===== config.mk =====
export PLATFORM = sky130hd
export DESIGN_NAME = pwm_breath_multi
export DESIGN_NICKNAME = d
export VERILOG_FILES = /design/src/rtl/pwm_breath_multi_pkg.sv /design/src/rtl/pwm_breath_multi_tick_div.sv /design/src/rtl/pwm_breath_multi.sv
export SDC_FILE = /design/constraint.sdc
export NUM_CORES = 1
export LEC_CHECK = 0
export ABC_CLOCK_PERIOD_IN_PS = 5190
export CELL_PAD_IN_SITES_DETAIL_PLACEMENT = 0
export CELL_PAD_IN_SITES_GLOBAL_PLACEMENT = 1
export CORE_ASPECT_RATIO = 0.75
export CORE_UTILIZATION = 46
export DETAILED_ROUTE_END_ITERATION = 16
export HOLD_SLACK_MARGIN = 0.05
export PLACE_DENSITY = 0.89
export SLEW_MARGIN = 15
export SYNTH_ARGS = -nofsm -noshare
export SYNTH_HDL_FRONTEND = slang
export SYNTH_SLANG_ARGS = --single-unit

===== constraint.sdc =====
create_clock -name clk -period 5.19 [get_ports clk]
set_input_delay 1.038 -clock clk [delete_from_list [all_inputs] [get_ports clk]]
set_output_delay 1.038 -clock clk [all_outputs]
set_load 0.05 [all_outputs]

===== src/rtl/pwm_breath_multi_pkg.sv =====
// Shared types and helpers for the multi-channel breathing PWM block.
// Mode encodings match the 2-bit per-channel fields of the mode input.
package pwm_breath_pkg;

  typedef logic [1:0] mode_t;

  localparam mode_t MODE_OFF         = 2'd0;
  localparam mode_t MODE_ON          = 2'd1;
  localparam mode_t MODE_BREATHE     = 2'd2;
  localparam mode_t MODE_BREATHE_INV = 2'd3;

  // Counter width able to hold 0..max_val-1; never narrower than one bit.
  function automatic int cnt_w(input int max_val);
    return (max_val <= 1) ? 1 : $clog2(max_val);
  endfunction

endpackage


===== src/rtl/pwm_breath_multi_tick_div.sv =====
// Prescaler plus PWM step counter. Both hold while en is low.
// pend marks the final step tick of each PWM period.
module tick_div
  import pwm_breath_pkg::*;
#(
  parameter int CLK_DIV   = 24,
  parameter int PWM_STEPS = 1000
) (
  input  logic                          clk,
  input  logic                          rst,
  input  logic                          en,
  output logic                          pend,
  output logic [cnt_w(PWM_STEPS)-1:0]   pwm_cnt
);

  localparam int PW = cnt_w(CLK_DIV);
  localparam int CW = cnt_w(PWM_STEPS);
  localparam logic [PW-1:0] PRE_LAST = PW'(CLK_DIV - 1);
  localparam logic [CW-1:0] CNT_LAST = CW'(PWM_STEPS - 1);

  logic [PW-1:0] presc;
  logic          tick;

  // With CLK_DIV=1 presc is pinned at 0, so every enabled cycle ticks.
  assign tick = en && (presc == PRE_LAST);
  assign pend = tick && (pwm_cnt == CNT_LAST);

  always_ff @(posedge clk) begin
    if (rst) begin
      presc   <= '0;
      pwm_cnt <= '0;
    end else if (en) begin
      presc <= (presc == PRE_LAST) ? '0 : presc + 1'b1;
      if (tick)
        pwm_cnt <= (pwm_cnt == CNT_LAST) ? '0 : pwm_cnt + 1'b1;
    end
  end

endmodule


===== src/rtl/pwm_breath_multi.sv =====
// Multi-channel breathing-LED PWM: one shared triangle level, per-channel
// mode shadowed at period boundaries so a mode change never cuts a period.
module pwm_breath_multi
  import pwm_breath_pkg::*;
#(
  parameter int CLK_DIV    = 24,
  parameter int PWM_STEPS  = 1000,
  parameter int N_CH       = 4,
  parameter bit ACTIVE_LOW = 1'b0
) (
  input  logic                          clk,
  input  logic                          rst,
  input  logic                          en,
  input  logic [2*N_CH-1:0]             mode,
  output logic [N_CH-1:0]               led_out,
  output logic [cnt_w(PWM_STEPS)-1:0]   level,
  output logic                          period_end,
  output logic                          breath_end
);

  localparam int LW = cnt_w(PWM_STEPS);
  localparam logic [LW-1:0] LMAX = LW'(PWM_STEPS - 1);
  localparam logic [N_CH-1:0] INACTIVE = {N_CH{ACTIVE_LOW}};

  logic               pend;
  logic [LW-1:0]      pwm_cnt;
  logic [LW-1:0]      level_nxt;
  logic               dir_down, dir_nxt;
  mode_t [N_CH-1:0]   mode_sh;
  logic [N_CH-1:0]    raw;

  tick_div #(
    .CLK_DIV   (CLK_DIV),
    .PWM_STEPS (PWM_STEPS)
  ) u_tick_div (
    .clk     (clk),
    .rst     (rst),
    .en      (en),
    .pend    (pend),
    .pwm_cnt (pwm_cnt)
  );

  // Triangle walk; the turnaround skips repeating the end value.
  always_comb begin
    level_nxt = level;
    dir_nxt   = dir_down;
    if (!dir_down) begin
      if (level == LMAX) begin
        dir_nxt   = 1'b1;
        level_nxt = LMAX - 1'b1;
      end else begin
        level_nxt = level + 1'b1;
      end
    end else begin
      if (level == '0) begin
        dir_nxt   = 1'b0;
        level_nxt = LW'(1);
      end else begin
        level_nxt = level - 1'b1;
      end
    end
  end

  always_ff @(posedge clk) begin
    if (rst) begin
      level      <= '0;
      dir_down   <= 1'b0;
      mode_sh    <= '0;
      period_end <= 1'b0;
      breath_end <= 1'b0;
    end else begin
      period_end <= pend;
      breath_end <= pend && (level_nxt == '0);
      if (pend) begin
        level    <= level_nxt;
        dir_down <= dir_nxt;
        mode_sh  <= mode;
      end
    end
  end

  // ON is the full-duty case; the others compare against a duty below full.
  for (genvar i = 0; i < N_CH; i++) begin : g_ch
    assign raw[i] = (mode_sh[i] == MODE_ON) ||
                    ((mode_sh[i] == MODE_BREATHE)     && (pwm_cnt < level)) ||
                    ((mode_sh[i] == MODE_BREATHE_INV) && (pwm_cnt < (LMAX - level)));
  end

  always_ff @(posedge clk) begin
    if (rst)
      led_out <= INACTIVE;
    else if (en)
      led_out <= raw ^ INACTIVE;
    else
      led_out <= INACTIVE;
  end

endmodule


==> out/results.ini <==
[routing]
route.layer.met1.wl_mm = 3.430
met3_wirelength_um = 596
vias = 2609
wirelength_mm = 6.890
drt-pass1-iter-count = 5
drt.antenna.violating_nets = 0
met2RoutedLength_mm = 2.805
detailed_route_wire_length_per_cell_um = 15.62
drcViolationCount = 0
first_iter_violations = 207
vias_per_cell = 5.916
highest-signal-layer = met4

[timing]
finalWorstPathRequiredPeriod_ns = 3.214
final.setup_skew_ns = 0.01036
slew-limit-headroom_pct = 43.63
final.period_utilization_pct = 61.93
clock.fmax_mhz = 311.1
report.final.slew_viol_count = 0
setup-tns-final_ns = 0
setup_violations = 0
worst_slew_pin_slew_ns = 0.8386
hold_violation_total_from_the_final_report = 0
unrepaired_setup_endpoints_after_global_routing = no

[synth]
synth_cells = 345
yosysWarningCount = 0
yosysUniqueCellTypes = 57
syn_avg_cell_area_sq_um = 8.000
synth_top_flop_cell = dfxtp_1
postSynthRegisterBits = 40
register_area_share_after_synthesis_pct = 29.01
synthesis.nets = 380
synth_enable_flop_cells = 0
asyncSetResetFlopFracSynth_pct = 0
synthesis.area_sq_um = 2760

[clock_tree]
cts_max_path_buffers = 2
insertion_delay_ns = 0.30
cts_sinks = 40
cts_resized = 0
hold_buffers = 0
cts-buffers-inserted = 5
clock_tree.root_cell = clkbuf_8
tritoncts = done
htree_levels = 2
cts.reportedPaths.clkPinSlew_ns = 0.09
cts_setup_buffers = 0

[pwr]
combinationalPowerShare_pct = 6.3
switching_share_pct = 23.78
total_leakage_power_uw = 0.001128
largest_vdd_supply_drop_mv = 0.1009
p_total_uw = 619.3
power_report.internal_total_uw = 472.1
seq_power_share_pct = 50.5
power_frac_clock_pct = 43.2
power_switching_uw = 147.2
power-per-cell-area_nw_per_um2 = 196.1

[floorplan]
die_h_um = 69.09
floorplan_die_area_sq_um = 6317
start_util_pct = 47.63
core_sq_um = 5796
placement_rows = 24
fp.dieW_um = 91.45
num_io_pins = 27

[outcome]
run_status = finished, final reports clean

[grt]
grt_usage_pct = 22.67
grt_pass1_vias = 2300
pin_count_of_the_biggest_net_entering_global_routing = 29
grt_first_pass_wirelength_mm = 11.36
globalRouteOverflowTotal = 0
antenna_found_initial = 0

[min_path]
hold_path_class = reg -> reg

[worst_setup_path]
worstSetupStartpointType = flop
critPathMaxFanout = 13
path_class = reg -> reg
crit_path_end_kind = flop
data_arrival_time_of_the_worst_path_ns = 3.40
critPathRequiredTime_ns = 5.37

[layout]
diodes = 0
postLayoutCellArea_sq_um = 3158
layout-drive-gt1-share_pct = 5.510
final-seq-area_sq_um = 800.8
nFillCells = 559
multi_input_area_sq_um = 1787
nets = 397
syn2layout_area_growth_pct = 14.42

[placed_design]
place_congestion = 0.8976
place_area_sq_um = 3043
buffer_ports.inserted = 26
detailed_place_hpwl_mm = 4.929

[flow_run]
max_cap_viol_count = 0

Yosys cell counts, types with 4 or more instances:
master,instances,area (sq um)
o22ai_1,4,25.02
xnor2_1,16,140.1
inv_1,20,75.07
nand3_1,12,60.06
o211ai_1,5,37.54
o21ai_0,16,80.08
nor3_1,11,55.05
nand2_1,38,142.6
clkbuf_1,6,22.52
buf_2,8,40.04
nor2_1,28,105.1
a211oi_1,7,52.55
nand4_1,11,68.82
ha_1,24,300.3
dfxtp_1,40,800.8
a21oi_1,23,115.1
nor4_1,4,25.02
nand2b_1,6,37.54
a31oi_1,4,25.02
xor2_1,4,35.03
state kept, by name, indices dropped and copies added (netlist names):
name                cells
breath_end              1
dir_down                1
led_out                 4
level                  10
mode_sh                 8
period_end              1
u_tick_div.presc        5
u_tick_div.pwm_cnt     10
per-layer routing:
metal | track usage [%] | up-vias
met4 | 6.349 | 0
met5 | 0 | -
met2 | 32.66 | 105
li1 | - | 1288
met3 | 4.967 | 7
met1 | 33.61 | 1209
placed cells by master, fill, tap and decap left out, drive strengths merged, types with 5 or more instances in the layout:
cell type	count
nand2	38
xnor2	16
o211ai	5
clkdlybuf4s50	26
nor2	28
a211oi	7
nand2b	6
o21ai	17
dfxtp	40
nand4	12
nand3	13
clkbuf	5
inv	21
nor3	11
a21oi	23
ha	24
kinds of logic after synthesis:
family,Yosys count,share of synthesized area [%]
AND/OR/NAND/NOR,134,25.52
multiplexers,5,1.904
adder cells (fa/ha/maj),24,10.88
flip-flops,40,29.01
AO/OA/AOI/OAI,83,19.86
XOR/XNOR,20,6.346
buffers and inverters,39,6.482
area by class of cell:
cell class / count / share of cell area, %
flip-flops and latches: 40 / 25.36
multi-input cells: 266 / 56.58
well taps: 78 / 3.090
repair buffers: 29 / 8.954
inverters: 20 / 2.377
clock buffers: 5 / 2.179
clock inverters: 3 / 1.466
power by group through the flow:
stage               clock network (uW)  registers [uW]  logic (uW)
global placement                     0             320        38.2
detailed placement                   0             320        38.5
finish                             268             313        38.8
global route                       285             313        42.2
floorplan                            0             320        24.7
CTS                                272             313        38.9
worst max-delay path, stage by stage, from the launching register on:
cell and delay [ns]:
dfxtp_1 0.69, inv_1 0.22, ha_1 0.35, xnor2_1 0.16, ha_1 0.32, nand2_1 0.09, a2111oi_0 0.64, o2111ai_1 0.33
a21oi_1 0.21, o22ai_1 0.09
worst paths after layout:
check	from	endpoint	slack, ns	cells past startpoint
worst max-delay path	level[3]$_SDFFE_PP0P_	led_out[2]$_SDFF_PP0_	1.98	9
worst min-delay path	mode_sh[4]$_SDFFE_PP0P_	mode_sh[4]$_SDFFE_PP0P_	0.47	2
worst max register to register	level[3]$_SDFFE_PP0P_	led_out[2]$_SDFF_PP0_	1.98	9
worst min register to register	mode_sh[4]$_SDFFE_PP0P_	mode_sh[4]$_SDFFE_PP0P_	0.47	2
metrics by stage:
stage | std cells | hold slack [ns] | utilization [%] | setup slack [ns]
after global placement | 433 | 0.4506 | 52.50 | 1.778
after floorplan | 345 | 0.4363 | - | 2.528
after CTS | 441 | 0.4674 | 54.49 | 1.982
after global routing | 441 | 0.4824 | 54.49 | 1.710
after detailed placement | 433 | 0.4490 | 52.50 | 1.667
final | 441 | 0.4653 | 54.49 | 1.976
No activity file was read; power rests on OpenSTA's default activity.
==> RTL edit: new RTL, config.mk and constraints unchanged <==
Change the parameter `ACTIVE_LOW` from 1'b0 to 1'b1.
--- a/src/rtl/pwm_breath_multi.sv
+++ b/src/rtl/pwm_breath_multi.sv
@@ -6,7 +6,7 @@
   parameter int CLK_DIV    = 24,
   parameter int PWM_STEPS  = 1000,
   parameter int N_CH       = 4,
-  parameter bit ACTIVE_LOW = 1'b0
+  parameter bit ACTIVE_LOW = 1'b1
 ) (
   input  logic                          clk,
   input  logic                          rst,
Function: changed (a bounded check fails within 4 cycles, from zero or initial values and one cycle with rst high).
==> RTL edit against the original RTL <==
Global-route usage grew 0.41 points. Sequential cell count is the same. Setup slack lost 0.17 ns. Cell area shrank 1.4%. Non-clock buffer count shrank 2. Wire length grew 1.7%. Area after synthesis shrank 1.5%. Largest cell class unchanged.
Power is not compared: it rests on default switching activity, and its combinational part moved more than twofold at a synthesized area within 25%.
==> RTL edit: results (changes against the original RTL) <==
Run status
The flow ran to the end, and the final reports show no timing, DRC or antenna violations.

GRT
The number of antenna violations at the first check in global routing is 0 (unchanged). The largest net degree at the start of global routing is 31 (+6.9%). The wire length of the first global-routing pass is 11.15 mm (-1.9%).

The number of global-route vias before repair is 2158 (-6.2%). The total track usage is 23.08% (+0.41 points).

Min path
The path with the worst hold slack has its endpoint at mode_sh[7]. The launch instance of the worst min-delay path is mode_sh[7]. The class of the tightest hold or removal check is reg2reg.

Synthesis
After synthesis, the most frequently instantiated cells are dfxtp_1, nand2_1, nor2_1, a21oi_1, ha_1. The synthesized netlist net count is 371 (-2.4%). The average cell area after synthesis came to 8.088 sq um (+1.1%). The part of the Yosys area used for sequential elements is 29.47% (+0.45 points).

The count of distinct cell types in the synthesized netlist is 53 (-7.0%). Yosys attributes the largest share of cell area to dfxtp_1, ha_1, xnor2_1.

Setup path
The path depth of the worst reg2reg path is 10 (+1). The reg-to-reg endpoint is led_out[3]. The arrival time reported for the critical path endpoint is 3.58 ns (+0.18 ns). The highest fanout seen on the critical path is 20 (+7). The delay of the slowest cell on the worst path came to 0.63 ns (-0.06 ns). The worst-case register-to-register setup slack came to 1.94 ns (-0.04 ns). In this run the critical register-to-register path is launched from level[3]. Grouping stages by cell kind, the critical path spends the most delay in simple AND/OR/NAND/NOR gates. The largest individual stage delay along the critical path comes from the cell or4_4.

STA
The worst-case clock skew is 0.01066 ns (+0.0002994 ns). The final hold slack is 0.4700 ns (+0.004657 ns). The normalized max-slew margin was 41.96% (-1.7 points).

Clock tree
The clock-pin slew of the registers on the worst-case setup and hold paths is ~0.08 ns. The CTS H-tree depth is 2 (unchanged). The clock insertion delay at the later pin of the skew report was 0.30 ns (about the same). The post-cts repair resize count was 0 (unchanged).

Placed design
The number of cells after detailed placement came to 420 (-3.0%). The placed wire-length estimate after detailed placement is 5.098 mm (+3.4%). The cell area after placement is 0.003002 sq mm (-1.4%). The final weighted congestion in routability-driven placement is 0.9263 (+3.2%).

Route
In this run the top signal layer used is met4. The met2 layer wire length in the routed design is 2.875 mm (+2.5%). The detailed-routing wirelength on met1 was 3.573 mm (+4.2%). The violation count after the first detailed-routing iteration is 160 (-23%). The via count is 2481 (-4.9%).

The wire length after detailed routing is 7.009 mm (+1.7%). The detailed-route wire length per cell is 16.38 um (+4.8%). The total met3 wirelength after detailed routing was 507 um (-15%).

Final layout
The antenna diode count is 0 (unchanged). The ratio of cells with drive above 1 in the final layout was 5.666% (+0.16 points). The count of nets after finishing is 387 (-2.5%). The number of fill cells is 526 (-5.9%).

Pwr
The leakage dissipation is 1.115 nW.
-- RTL edit: cell families after synthesis --
| kind of cell | after synthesis | synth area share, % |
|---|---|---|
| simple gates | 132 | 25.97 |
| flops | 40 | 29.47 |
| buf+inv | 33 | 4.926 |
| xor+xnor | 23 | 7.412 |
| mux | 5 | 1.934 |
| compound gates | 79 | 19.25 |
| fa+ha+maj | 24 | 11.05 |
-- RTL edit: final cells by class --
type | instances | share of cell area, %
clock buffer | 5 | 2.211
multi-input combinational | 263 | 57.27
inverter | 15 | 1.809
tap | 75 | 3.014
clock inverter | 3 | 1.367
sequential | 40 | 25.72
timing repair buffer | 27 | 8.601
-- RTL edit: metrics by stage --
step | utilization (%) | setup slack (ns)
CTS | 56.34 | 1.821
detailed placement | 54.33 | 1.510
global placement | 54.33 | 1.612
finish | 56.34 | 1.802
global route | 56.34 | 1.626
floorplan | - | 2.295
-- RTL edit: routing by layer --
| metal | GRT usage, % | up-vias |
|---|---|---|
| li1 | - | 1241 |
| met1 | 34.02 | 1141 |
| met2 | 34.28 | 90 |
| met3 | 4.825 | 9 |
| met4 | 5.242 | 0 |
| met5 | 0 | - |
-- RTL edit: power by group through the flow --
stage / logic, W / registers (W) / clock network [W]
final: 0.0000191 / 0.000310 / 0.000261
after floorplan: 0.00000807 / 0.000317 / 0
after CTS: 0.0000193 / 0.000310 / 0.000264
after global routing: 0.0000206 / 0.000310 / 0.000275
after detailed placement: 0.0000192 / 0.000317 / 0
after global placement: 0.0000188 / 0.000317 / 0
-- RTL edit: worst max path at each step --
stage	start	endpoint
floorplan	level[4]	led_out[0]
global placement	en	breath_end
detailed placement	en	breath_end
CTS	en	breath_end
global route	en	breath_end
finish	en	breath_end
